===== config.mk =====
export PLATFORM = sky130hd
export DESIGN_NAME = forwarding_unit_flat
export DESIGN_NICKNAME = d
export VERILOG_FILES = /design/src/rtl/forwarding_if.sv /design/src/rtl/forwarding_unit.sv /design/src/flat_wrapper.sv
export SDC_FILE = /design/constraint.sdc
export NUM_CORES = 1
export LEC_CHECK = 0
export CAP_MARGIN = 20
export CORE_MARGIN = 5
export CORE_UTILIZATION = 30
export CTS_CLUSTER_DIAMETER = 150
export CTS_CLUSTER_SIZE = 14
export DETAILED_ROUTE_END_ITERATION = 8
export MAX_ROUTING_LAYER = met4
export PLACE_DENSITY = 0.68
export SLEW_MARGIN = 10
export SYNTH_ARGS = -nofsm -noshare
export SYNTH_HDL_FRONTEND = slang
export SYNTH_SLANG_ARGS = --single-unit

===== constraint.sdc =====
create_clock -name clock -period 5.2 [get_ports clock]
set_clock_uncertainty 0.1 [all_clocks]
set_input_delay 1.3 -clock clock [delete_from_list [all_inputs] [get_ports clock]]
set_output_delay 1.3 -clock clock [all_outputs]
set_load 0.005 [all_outputs]

===== src/rtl/forwarding_if.sv =====
// Operand-bypass bundle between a pipeline stage and its forwarding unit.
// master: the consumer stage / pipeline registers that drive the request and entry fields.
// slave:  the forwarding unit, which returns the resolved operand, source code, stall and
//         the stall-cycle counter.
interface forwarding_if;
  // Request
  logic [4:0]  required_reg;
  logic [31:0] gpr_result;
  logic [2:0]  required_stage;
  logic [2:0]  pipeline_stage;
  // Value being produced in MEM this cycle
  logic        memory_forwarding_enabled;
  logic [31:0] memory_forwarding_result;
  // ID/EX entry
  logic        ex_write_enabled;
  logic [4:0]  ex_write_register;
  logic [2:0]  ex_ready_stage;
  logic [31:0] ex_result;
  // EX/MEM entry
  logic        mem_write_enabled;
  logic [4:0]  mem_write_register;
  logic [2:0]  mem_ready_stage;
  logic [31:0] mem_result;
  // MEM/WB entry
  logic        wb_write_enabled;
  logic [4:0]  wb_write_register;
  logic [2:0]  wb_ready_stage;
  logic [31:0] wb_result;
  // Responses
  logic [31:0] forwarding_result;
  logic        stall;
  logic [2:0]  forwarding_signal;
  logic [31:0] stall_cycles;

  modport master (
    output required_reg, gpr_result, required_stage, pipeline_stage,
           memory_forwarding_enabled, memory_forwarding_result,
           ex_write_enabled, ex_write_register, ex_ready_stage, ex_result,
           mem_write_enabled, mem_write_register, mem_ready_stage, mem_result,
           wb_write_enabled, wb_write_register, wb_ready_stage, wb_result,
    input  forwarding_result, stall, forwarding_signal, stall_cycles
  );

  modport slave (
    input  required_reg, gpr_result, required_stage, pipeline_stage,
           memory_forwarding_enabled, memory_forwarding_result,
           ex_write_enabled, ex_write_register, ex_ready_stage, ex_result,
           mem_write_enabled, mem_write_register, mem_ready_stage, mem_result,
           wb_write_enabled, wb_write_register, wb_ready_stage, wb_result,
    output forwarding_result, stall, forwarding_signal, stall_cycles
  );
endinterface


===== src/rtl/forwarding_unit.sv =====
// Operand bypass and hazard detection for one GPR source operand.
// Ports:
//   clock - rising-edge clock
//   reset - synchronous, active-high; clears stall_cycles
//   bus   - forwarding_if.slave: request, ID/EX, EX/MEM, MEM/WB entries and memory path in;
//           forwarding_result, forwarding_signal, stall (combinational) and
//           stall_cycles (registered) out.
module forwarding_unit (
  input logic        clock,
  input logic        reset,
  forwarding_if.slave bus
);

  localparam logic [2:0] StageExecute   = 3'd2;
  localparam logic [2:0] StageMemory    = 3'd3;
  localparam logic [2:0] StageWriteback = 3'd4;
  localparam logic [2:0] StageNone      = 3'd7;

  localparam logic [2:0] SrcRegfile  = 3'b000;
  localparam logic [2:0] SrcIdEx     = 3'b001;
  localparam logic [2:0] SrcExMem    = 3'b010;
  localparam logic [2:0] SrcMemWb    = 3'b011;
  localparam logic [2:0] SrcMemPath  = 3'b100;
  localparam logic [2:0] SrcDeferred = 3'b111;

  logic        reg_nonzero;
  logic        match_ex, match_mem, match_wb;
  logic        holds_ex, holds_mem, holds_wb;
  logic        mem_path_ok;
  logic        defer;
  logic [31:0] result_d;
  logic [2:0]  signal_d;
  logic        stall_d;
  logic [31:0] stall_cycles_q;

  assign reg_nonzero = (bus.required_reg != 5'd0);

  // Write enable is tested first so X fields of a bubble entry cannot produce a match.
  assign match_ex  = bus.ex_write_enabled  && (bus.ex_write_register  == bus.required_reg) &&
                     reg_nonzero;
  assign match_mem = bus.mem_write_enabled && (bus.mem_write_register == bus.required_reg) &&
                     reg_nonzero;
  assign match_wb  = bus.wb_write_enabled  && (bus.wb_write_register  == bus.required_reg) &&
                     reg_nonzero;

  // An entry already holds its value if it was produced before the stage that holds it.
  assign holds_ex  = (bus.ex_ready_stage  < StageExecute);
  assign holds_mem = (bus.mem_ready_stage < StageMemory);
  assign holds_wb  = (bus.wb_ready_stage  < StageWriteback);

  assign mem_path_ok = (bus.mem_ready_stage == StageMemory) && bus.memory_forwarding_enabled &&
                       (bus.required_stage == bus.pipeline_stage);

  // Operand not needed until a later stage: that stage re-resolves it.
  assign defer = (bus.required_stage > bus.pipeline_stage);

  always_comb begin
    result_d = bus.gpr_result;
    signal_d = SrcRegfile;
    stall_d  = 1'b0;
    if (!reg_nonzero || (bus.required_stage == StageNone)) begin
      result_d = reg_nonzero ? bus.gpr_result : 32'd0;
    end else if (match_ex) begin
      if (holds_ex) begin
        result_d = bus.ex_result;
        signal_d = SrcIdEx;
      end else begin
        signal_d = SrcDeferred;
        stall_d  = !defer;
      end
    end else if (match_mem) begin
      if (holds_mem) begin
        result_d = bus.mem_result;
        signal_d = SrcExMem;
      end else if (mem_path_ok) begin
        result_d = bus.memory_forwarding_result;
        signal_d = SrcMemPath;
      end else begin
        signal_d = SrcDeferred;
        stall_d  = !defer;
      end
    end else if (match_wb) begin
      if (holds_wb) begin
        result_d = bus.wb_result;
        signal_d = SrcMemWb;
      end else begin
        signal_d = SrcDeferred;
        stall_d  = !defer;
      end
    end
  end

  always_ff @(posedge clock) begin
    if (reset) begin
      stall_cycles_q <= 32'd0;
    end else if (stall_d) begin
      stall_cycles_q <= stall_cycles_q + 32'd1;
    end
  end

  assign bus.forwarding_result = result_d;
  assign bus.forwarding_signal = signal_d;
  assign bus.stall             = stall_d;
  assign bus.stall_cycles      = stall_cycles_q;

endmodule


===== src/flat_wrapper.sv =====
// flat-port wrapper written by rule: the top's interface ports become plain ports
module forwarding_unit_flat 
  (clock, reset, bus_required_reg, bus_gpr_result, bus_required_stage, bus_pipeline_stage, bus_memory_forwarding_enabled, bus_memory_forwarding_result, bus_ex_write_enabled, bus_ex_write_register, bus_ex_ready_stage, bus_ex_result, bus_mem_write_enabled, bus_mem_write_register, bus_mem_ready_stage, bus_mem_result, bus_wb_write_enabled, bus_wb_write_register, bus_wb_ready_stage, bus_wb_result, bus_forwarding_result, bus_stall, bus_forwarding_signal, bus_stall_cycles);
  forwarding_if bus_i ();
  input logic clock;
  input logic reset;
  input wire logic [$bits(bus_i.required_reg)-1:0] bus_required_reg;
  input wire logic [$bits(bus_i.gpr_result)-1:0] bus_gpr_result;
  input wire logic [$bits(bus_i.required_stage)-1:0] bus_required_stage;
  input wire logic [$bits(bus_i.pipeline_stage)-1:0] bus_pipeline_stage;
  input wire logic [$bits(bus_i.memory_forwarding_enabled)-1:0] bus_memory_forwarding_enabled;
  input wire logic [$bits(bus_i.memory_forwarding_result)-1:0] bus_memory_forwarding_result;
  input wire logic [$bits(bus_i.ex_write_enabled)-1:0] bus_ex_write_enabled;
  input wire logic [$bits(bus_i.ex_write_register)-1:0] bus_ex_write_register;
  input wire logic [$bits(bus_i.ex_ready_stage)-1:0] bus_ex_ready_stage;
  input wire logic [$bits(bus_i.ex_result)-1:0] bus_ex_result;
  input wire logic [$bits(bus_i.mem_write_enabled)-1:0] bus_mem_write_enabled;
  input wire logic [$bits(bus_i.mem_write_register)-1:0] bus_mem_write_register;
  input wire logic [$bits(bus_i.mem_ready_stage)-1:0] bus_mem_ready_stage;
  input wire logic [$bits(bus_i.mem_result)-1:0] bus_mem_result;
  input wire logic [$bits(bus_i.wb_write_enabled)-1:0] bus_wb_write_enabled;
  input wire logic [$bits(bus_i.wb_write_register)-1:0] bus_wb_write_register;
  input wire logic [$bits(bus_i.wb_ready_stage)-1:0] bus_wb_ready_stage;
  input wire logic [$bits(bus_i.wb_result)-1:0] bus_wb_result;
  output wire logic [$bits(bus_i.forwarding_result)-1:0] bus_forwarding_result;
  output wire logic [$bits(bus_i.stall)-1:0] bus_stall;
  output wire logic [$bits(bus_i.forwarding_signal)-1:0] bus_forwarding_signal;
  output wire logic [$bits(bus_i.stall_cycles)-1:0] bus_stall_cycles;
  assign bus_i.required_reg = bus_required_reg;
  assign bus_i.gpr_result = bus_gpr_result;
  assign bus_i.required_stage = bus_required_stage;
  assign bus_i.pipeline_stage = bus_pipeline_stage;
  assign bus_i.memory_forwarding_enabled = bus_memory_forwarding_enabled;
  assign bus_i.memory_forwarding_result = bus_memory_forwarding_result;
  assign bus_i.ex_write_enabled = bus_ex_write_enabled;
  assign bus_i.ex_write_register = bus_ex_write_register;
  assign bus_i.ex_ready_stage = bus_ex_ready_stage;
  assign bus_i.ex_result = bus_ex_result;
  assign bus_i.mem_write_enabled = bus_mem_write_enabled;
  assign bus_i.mem_write_register = bus_mem_write_register;
  assign bus_i.mem_ready_stage = bus_mem_ready_stage;
  assign bus_i.mem_result = bus_mem_result;
  assign bus_i.wb_write_enabled = bus_wb_write_enabled;
  assign bus_i.wb_write_register = bus_wb_write_register;
  assign bus_i.wb_ready_stage = bus_wb_ready_stage;
  assign bus_i.wb_result = bus_wb_result;
  assign bus_forwarding_result = bus_i.forwarding_result;
  assign bus_stall = bus_i.stall;
  assign bus_forwarding_signal = bus_i.forwarding_signal;
  assign bus_stall_cycles = bus_i.stall_cycles;
  forwarding_unit u_core (.clock(clock), .reset(reset), .bus(bus_i));
endmodule

==> results.cfg, run 1 <==
[status]
status = finished clean

[timing]
finalHoldViolations = 0
clock.fmax_mhz = 196
period_share = 0.982
tightest_slew_ns = 0.894
slew_headroom = 0.403
fin_crit_ns = 5.11
setup_viol = 0
rsz0062_at_grt = yes
finalMaxSlewViolations = 0
layout_setup_ws_ns = 0.0911

[layout]
drive_gt1_frac = 0.150
final_common_cell = clkdlybuf4s50_1
syn2layout_area_growth_pct = 84.4
largest_register_ffs = 32
final_cell_mix = clkdlybuf4s50_1, nand2_1, a21oi_1
fillers = 1316
nets = 1120
post-route-util = 0.564

[power]
vdd_drop_max_v = 0.000101
p_leak_nw = 2.92
cellPowerDensity_mw_per_mm2 = 123

[global_route]
grt_antenna_before_repair = 1
grt_max_degree = 57
gr-total-overflow = 0
grt_pass1_wl_um = 31000
grt_pass1_vias = 5975
grt_util_all_layers = 0.239

[yosys]
synth_top_cell_area_share = 0.152
avgSynthCellArea_sq_um = 6.68
yosysWarnings = 0
synthCells = 633
synthFlopType = dfxtp_1
synth-async-reset-ratio = 0
syn_area_sq_mm = 0.00423
yosysUniqueCellTypes = 51
synthTopCellsByArea = dfxtp_1, nand2_1, a221o_1
syn_nets = 838
synth-edff-count = 0
ys_ff_latch = 32
yosysTopAreaCell = dfxtp_1
yosysSeqAreaShare = 0.152

[die]
die_height_um = 129
core_sq_mm = 0.0138
initial_core_util = 0.306
ioPinCount = 269
die-area_sq_mm = 0.0166
num_rows = 43
die_x_um = 129

[detailed_routing]
antenna_left = 0
wire_per_inst_um = 18.5
drc = 0
wl_um = 20300
num_vias = 6107
drtPass1Iterations = 5
viasPerCell = 5.57
first_iter_violations = 467

[worst_setup_path]
ff2ff_setup_slack_ns = 2.30
cp_data_required_time_ns = 3.80
worstPathArrival_ns = 3.71
start_kind = input port
worstSetupPathType = in2out
crit_fanout = 19
end_kind = output pin

[cts]
cts_inserted_buffers = 5
htree_num_levels = 2
cts-root-buf = clkbuf_16
clkLatencyLatePin_ns = 0.27
path_clk_slew_ns = 0.05
cts_sinks = 32
cts_tree = done
cts_max_path_buffers = 2

[placed_design]
dp_hpwl_um = 15100
portBuffers = 265
finalWeightedCongestion = 0.886
post-place-ws_ns = -0.256

[hold_path]
hp-class = reg2reg

[job]
maxCapViolCount = 0
-- cells in the mapped netlist (4+ instances only) --
library cell  count
buf_2             6
nand3_1          16
and3_1            8
a21oi_1          61
nor3_1            5
a221o_1          31
nand4b_1         31
buf_4             4
inv_1            37
nor2b_1           7
nor2_1           47
a31oi_1          32
nand4_1          14
or4_1            25
nor4_1            4
dfxtp_1          32
xnor2_1          13
clkbuf_1         46
o31ai_1          25
ha_1              4
nand2_1         104
a31o_2           31
-- power breakdown --
part	switching, mW	internal (mW)
clock network	0.102	0.191
logic	0.166	0.258
registers	0.000313	0.246
total	0.268	0.694
-- critical path, cell delays in order --
cell           delay (ns)
dlygate4sd2_1        0.25
or4_4                0.57
o211a_1              0.24
and4_4               0.22
buf_4                0.16
buf_16               0.15
or3_1                0.37
a21oi_1              0.14
dlygate4sd2_1        0.29
-- final timing paths --
kind | start | to | cells after the start
hold / removal | u_core.bus.stall_cycles[31] | u_core.bus.stall_cycles[31] | 2
setup / recovery | bus_required_reg[1] | bus_forwarding_signal[1] | 9
hold reg to reg | u_core.bus.stall_cycles[31] | u_core.bus.stall_cycles[31] | 2
setup reg to reg | u_core.bus.stall_cycles[4] | u_core.bus.stall_cycles[23] | 5
-- metrics by stage --
| stage | area [sq um] | setup TNS, ns | instances | hold slack (ns) | total power, mW |
|---|---|---|---|---|---|
| CTS | 7760 | -0.0125 | 1093 | 0.383 | 0.966 |
| finish | 7800 | 0 | 1097 | 0.382 | 0.962 |
| detailed placement | 7500 | -6.50 | 1077 | 0.375 | 0.682 |
| global route | 7800 | -0.0421 | 1097 | 0.402 | 1.01 |
| global placement | 7500 | -6.55 | 1077 | 0.364 | 0.681 |
| floorplan | 4230 | 0 | 633 | 0.368 | 0.404 |
-- timing repair --
| item | 4_1_cts | 5_1_grt |
|---|---|---|
| hold buffers | 0 | 0 |
| resized for setup | 84 | 4 |
| cloned | 3 | 0 |
| pin swaps | 6 | 6 |
| buffers inserted | 5 | 3 |
| setup endpoints to repair | 35 | 32 |
-- area by class of cell --
cell class | instances | area, sq um | share of cell area
inverter | 37 | 139 | 0.0178
tap | 180 | 225 | 0.0289
sequential | 32 | 641 | 0.0822
antenna | 1 | 2.50 | 0.000321
timing repair buffer | 334 | 3350 | 0.429
multi-input combinational | 505 | 3290 | 0.423
clock buffer | 8 | 146 | 0.0188
-- per-layer routing --
metal,share of wire,track usage
met1,0.38,0.279
met2,0.50,0.410
met3,0.082,0.0490
met4,0.031,0.0754
met5,0,-
-- logic make-up (layout without fill, tap and decap cells) --
group	after synthesis	count (layout)	share of synthesized area
simple gates	280	280	0.352
compound gates	199	199	0.342
xor+xnor	15	15	0.0311
other cells	0	1	0
mux	7	7	0.0178
buf+inv	96	379	0.0941
flops	32	32	0.152
fa+ha+maj	4	4	0.0118
No activity file was read; power rests on OpenSTA's default activity.
==> run 2: changes to the inputs <==
==> constraint.sdc (replaced) <==
create_clock -name clock -period 5.4 [get_ports clock]
set_clock_uncertainty 0.1 [all_clocks]
set_input_delay 1.35 -clock clock [delete_from_list [all_inputs] [get_ports clock]]
set_output_delay 1.35 -clock clock [all_outputs]
set_load 0.005 [all_outputs]
==> run 2 against run 1 <==
Against the previous run: the flow now finishes with violations (negative setup slack); register-to-register slack better by 0.26 ns; largest cell class is now multi-input combinational cells; total power is 3.8% lower; global-route usage is 0.36 points lower; non-clock buffer count is 12 lower.
==> results.cfg, run 2 (synthesized netlist as in run 1, its figures left out) <==
[global_route]
grt_pass1_vias = 5743
grt_max_degree = 57
gr-total-overflow = 0
grt_util_all_layers = 0.235
grt_pass1_wl_um = 30600
grt_antenna_before_repair = 0

[worst_setup_path]
ff2ff_setup_slack_ns = 2.56
worstSetupPathType = in2out
cp_data_required_time_ns = 3.95
reg2regPathDepth = 5
end_kind = output pin
worstPathArrival_ns = 3.98
start_kind = input port
r2r_start = u_core.bus.stall_cycles[4]
crit_fanout = 17
r2r_end = u_core.bus.stall_cycles[23]

[detailed_routing]
wire_per_inst_um = 18.4
antenna_left = 0
wl_um = 20000
first_iter_violations = 426
num_vias = 6018
drtPass1Iterations = 5
viasPerCell = 5.55
drc = 0

[placed_design]
finalWeightedCongestion = 0.903
placed_cell_area_sq_mm = 0.00743
dp_hpwl_um = 15100
portBuffers = 265

[power]
cellPowerDensity_mw_per_mm2 = 120
p_leak_nw = 2.86
vdd_drop_max_v = 0.000107

[cts]
cts-root-buf = clkbuf_16
htree_num_levels = 2
path_clk_slew_ns = 0.05
cts_max_path_buffers = 2
clkLatencyLatePin_ns = 0.28
cts_sinks = 32
cts_tree = done
cts_inserted_buffers = 5

[timing]
slew_headroom = 0.370
clock.fmax_mhz = 184
tightest_slew_ns = 0.943
rsz0062_at_grt = yes
fin_crit_ns = 5.43
finalHoldViolations = 0
period_share = 1.01
setup_viol = 1
layout_setup_ws_ns = -0.0338
finalMaxSlewViolations = 0

[layout]
fin_area_sq_mm = 0.00769
final_cell_mix = clkdlybuf4s50_1, nand2_1, a21oi_1
post-route-util = 0.556
final_common_cell = clkdlybuf4s50_1
diodes = 0
largest_register_ffs = 32
drive_gt1_frac = 0.132
nets = 1108
syn2layout_area_growth_pct = 82.0

[die]
num_rows = 43
die_x_um = 129
die_height_um = 129
die-area_sq_mm = 0.0166
core_sq_mm = 0.0138
initial_core_util = 0.306
ioPinCount = 269

[hold_path]
hp-class = reg2reg
min_path_cells = 2
holdPathEnd = u_core.bus.stall_cycles[31]
hold_path.startpoint = u_core.bus.stall_cycles[31]

[job]
maxCapViolCount = 0

[status]
violations = negative setup slack
status = complete, but fails checks
==> run 2: changes by cell type in the layout (fill, tap and decap cells not counted), moves of 2 or more <==
cell | before | now
a21oi_1 | 61 | 59
a21oi_2 | 0 | 2
buf_2 | 9 | 0
buf_4 | 50 | 40
bufbuf_16 | 2 | 0
clkdlybuf4s15_1 | 5 | 0
clkdlybuf4s50_1 | 226 | 232
dlygate4sd2_1 | 22 | 32
nor2_2 | 2 | 4
==> run 2: worst max-delay path by stage <==
stage                   startpoint                         to  slack (ns)  depth (start not counted)
2_1_floorplan  bus_required_reg[1]  bus_forwarding_result[24]        0.70                          9
3_3_place_gp   bus_required_reg[4]  bus_forwarding_result[24]       -0.19                         11
3_5_place_dp   bus_required_reg[1]  bus_forwarding_result[28]       -0.22                         11
4_1_cts        bus_required_reg[3]  bus_forwarding_result[12]       -0.06                          8
5_1_grt        bus_required_reg[3]  bus_forwarding_result[12]       -0.12                          9
6_report       bus_required_reg[3]  bus_forwarding_result[12]       -0.03                         11
==> run 2: cell type report <==
class                           count  area [sq um]
Clock buffer                        8           146
Fill cell                        1299          6130
Inverter                           37           139
Multi-Input combinational cell    505          3310
Sequential cell                    32           641
Tap cell                          180           225
Timing Repair Buffer              322          3230
==> run 2: stage by stage <==
| step | setup slack (ns) | power [mW] | TNS [ns] | std cells | hold slack, ns |
|---|---|---|---|---|---|
| 3_5_place_dp | -0.224 | 0.655 | -4.75 | 1070 | 0.371 |
| 4_1_cts | -0.0583 | 0.930 | -0.0583 | 1083 | 0.378 |
| 3_3_place_gp | -0.187 | 0.653 | -4.10 | 1070 | 0.367 |
| 6_report | -0.0338 | 0.926 | -0.0338 | 1084 | 0.382 |
| 2_1_floorplan | 0.700 | 0.389 | 0 | 633 | 0.368 |
| 5_1_grt | -0.118 | 0.971 | -0.125 | 1084 | 0.415 |
==> run 2: per-layer routing <==
| layer | global-route usage | part of all wire | vias up |
|---|---|---|---|
| met5 | - | 0 | - |
| met4 | 0.0574 | 0.020 | 0 |
| met3 | 0.0452 | 0.089 | 26 |
| met2 | 0.399 | 0.50 | 258 |
| met1 | 0.287 | 0.39 | 2782 |
| li1 | - | - | 2952 |
==> run 2: critical path, cell delays in order <==
cell	delay [ns]
clkdlybuf4s50_1	0.43
or4_4	0.57
o211ai_4	0.25
buf_6	0.15
nor4b_4	0.04
buf_4	0.16
buf_12	0.15
nand2_1	0.08
a31oi_2	0.08
a221o_1	0.27
clkdlybuf4s50_1	0.45
==> run 2: power breakdown <==
group          switching, mW  internal [mW]  total, mW
Sequential          0.000275          0.237      0.237
Combinational          0.160          0.246      0.406
Clock                 0.0992          0.184      0.283
==> run 2: what timing repair did <==
action	in CTS	in global routing
cloned	1	0
setup buffers	4	1
pin swaps	3	5
gates resized for setup	46	6
hold buffers	0	0
setup endpoints to repair	36	17
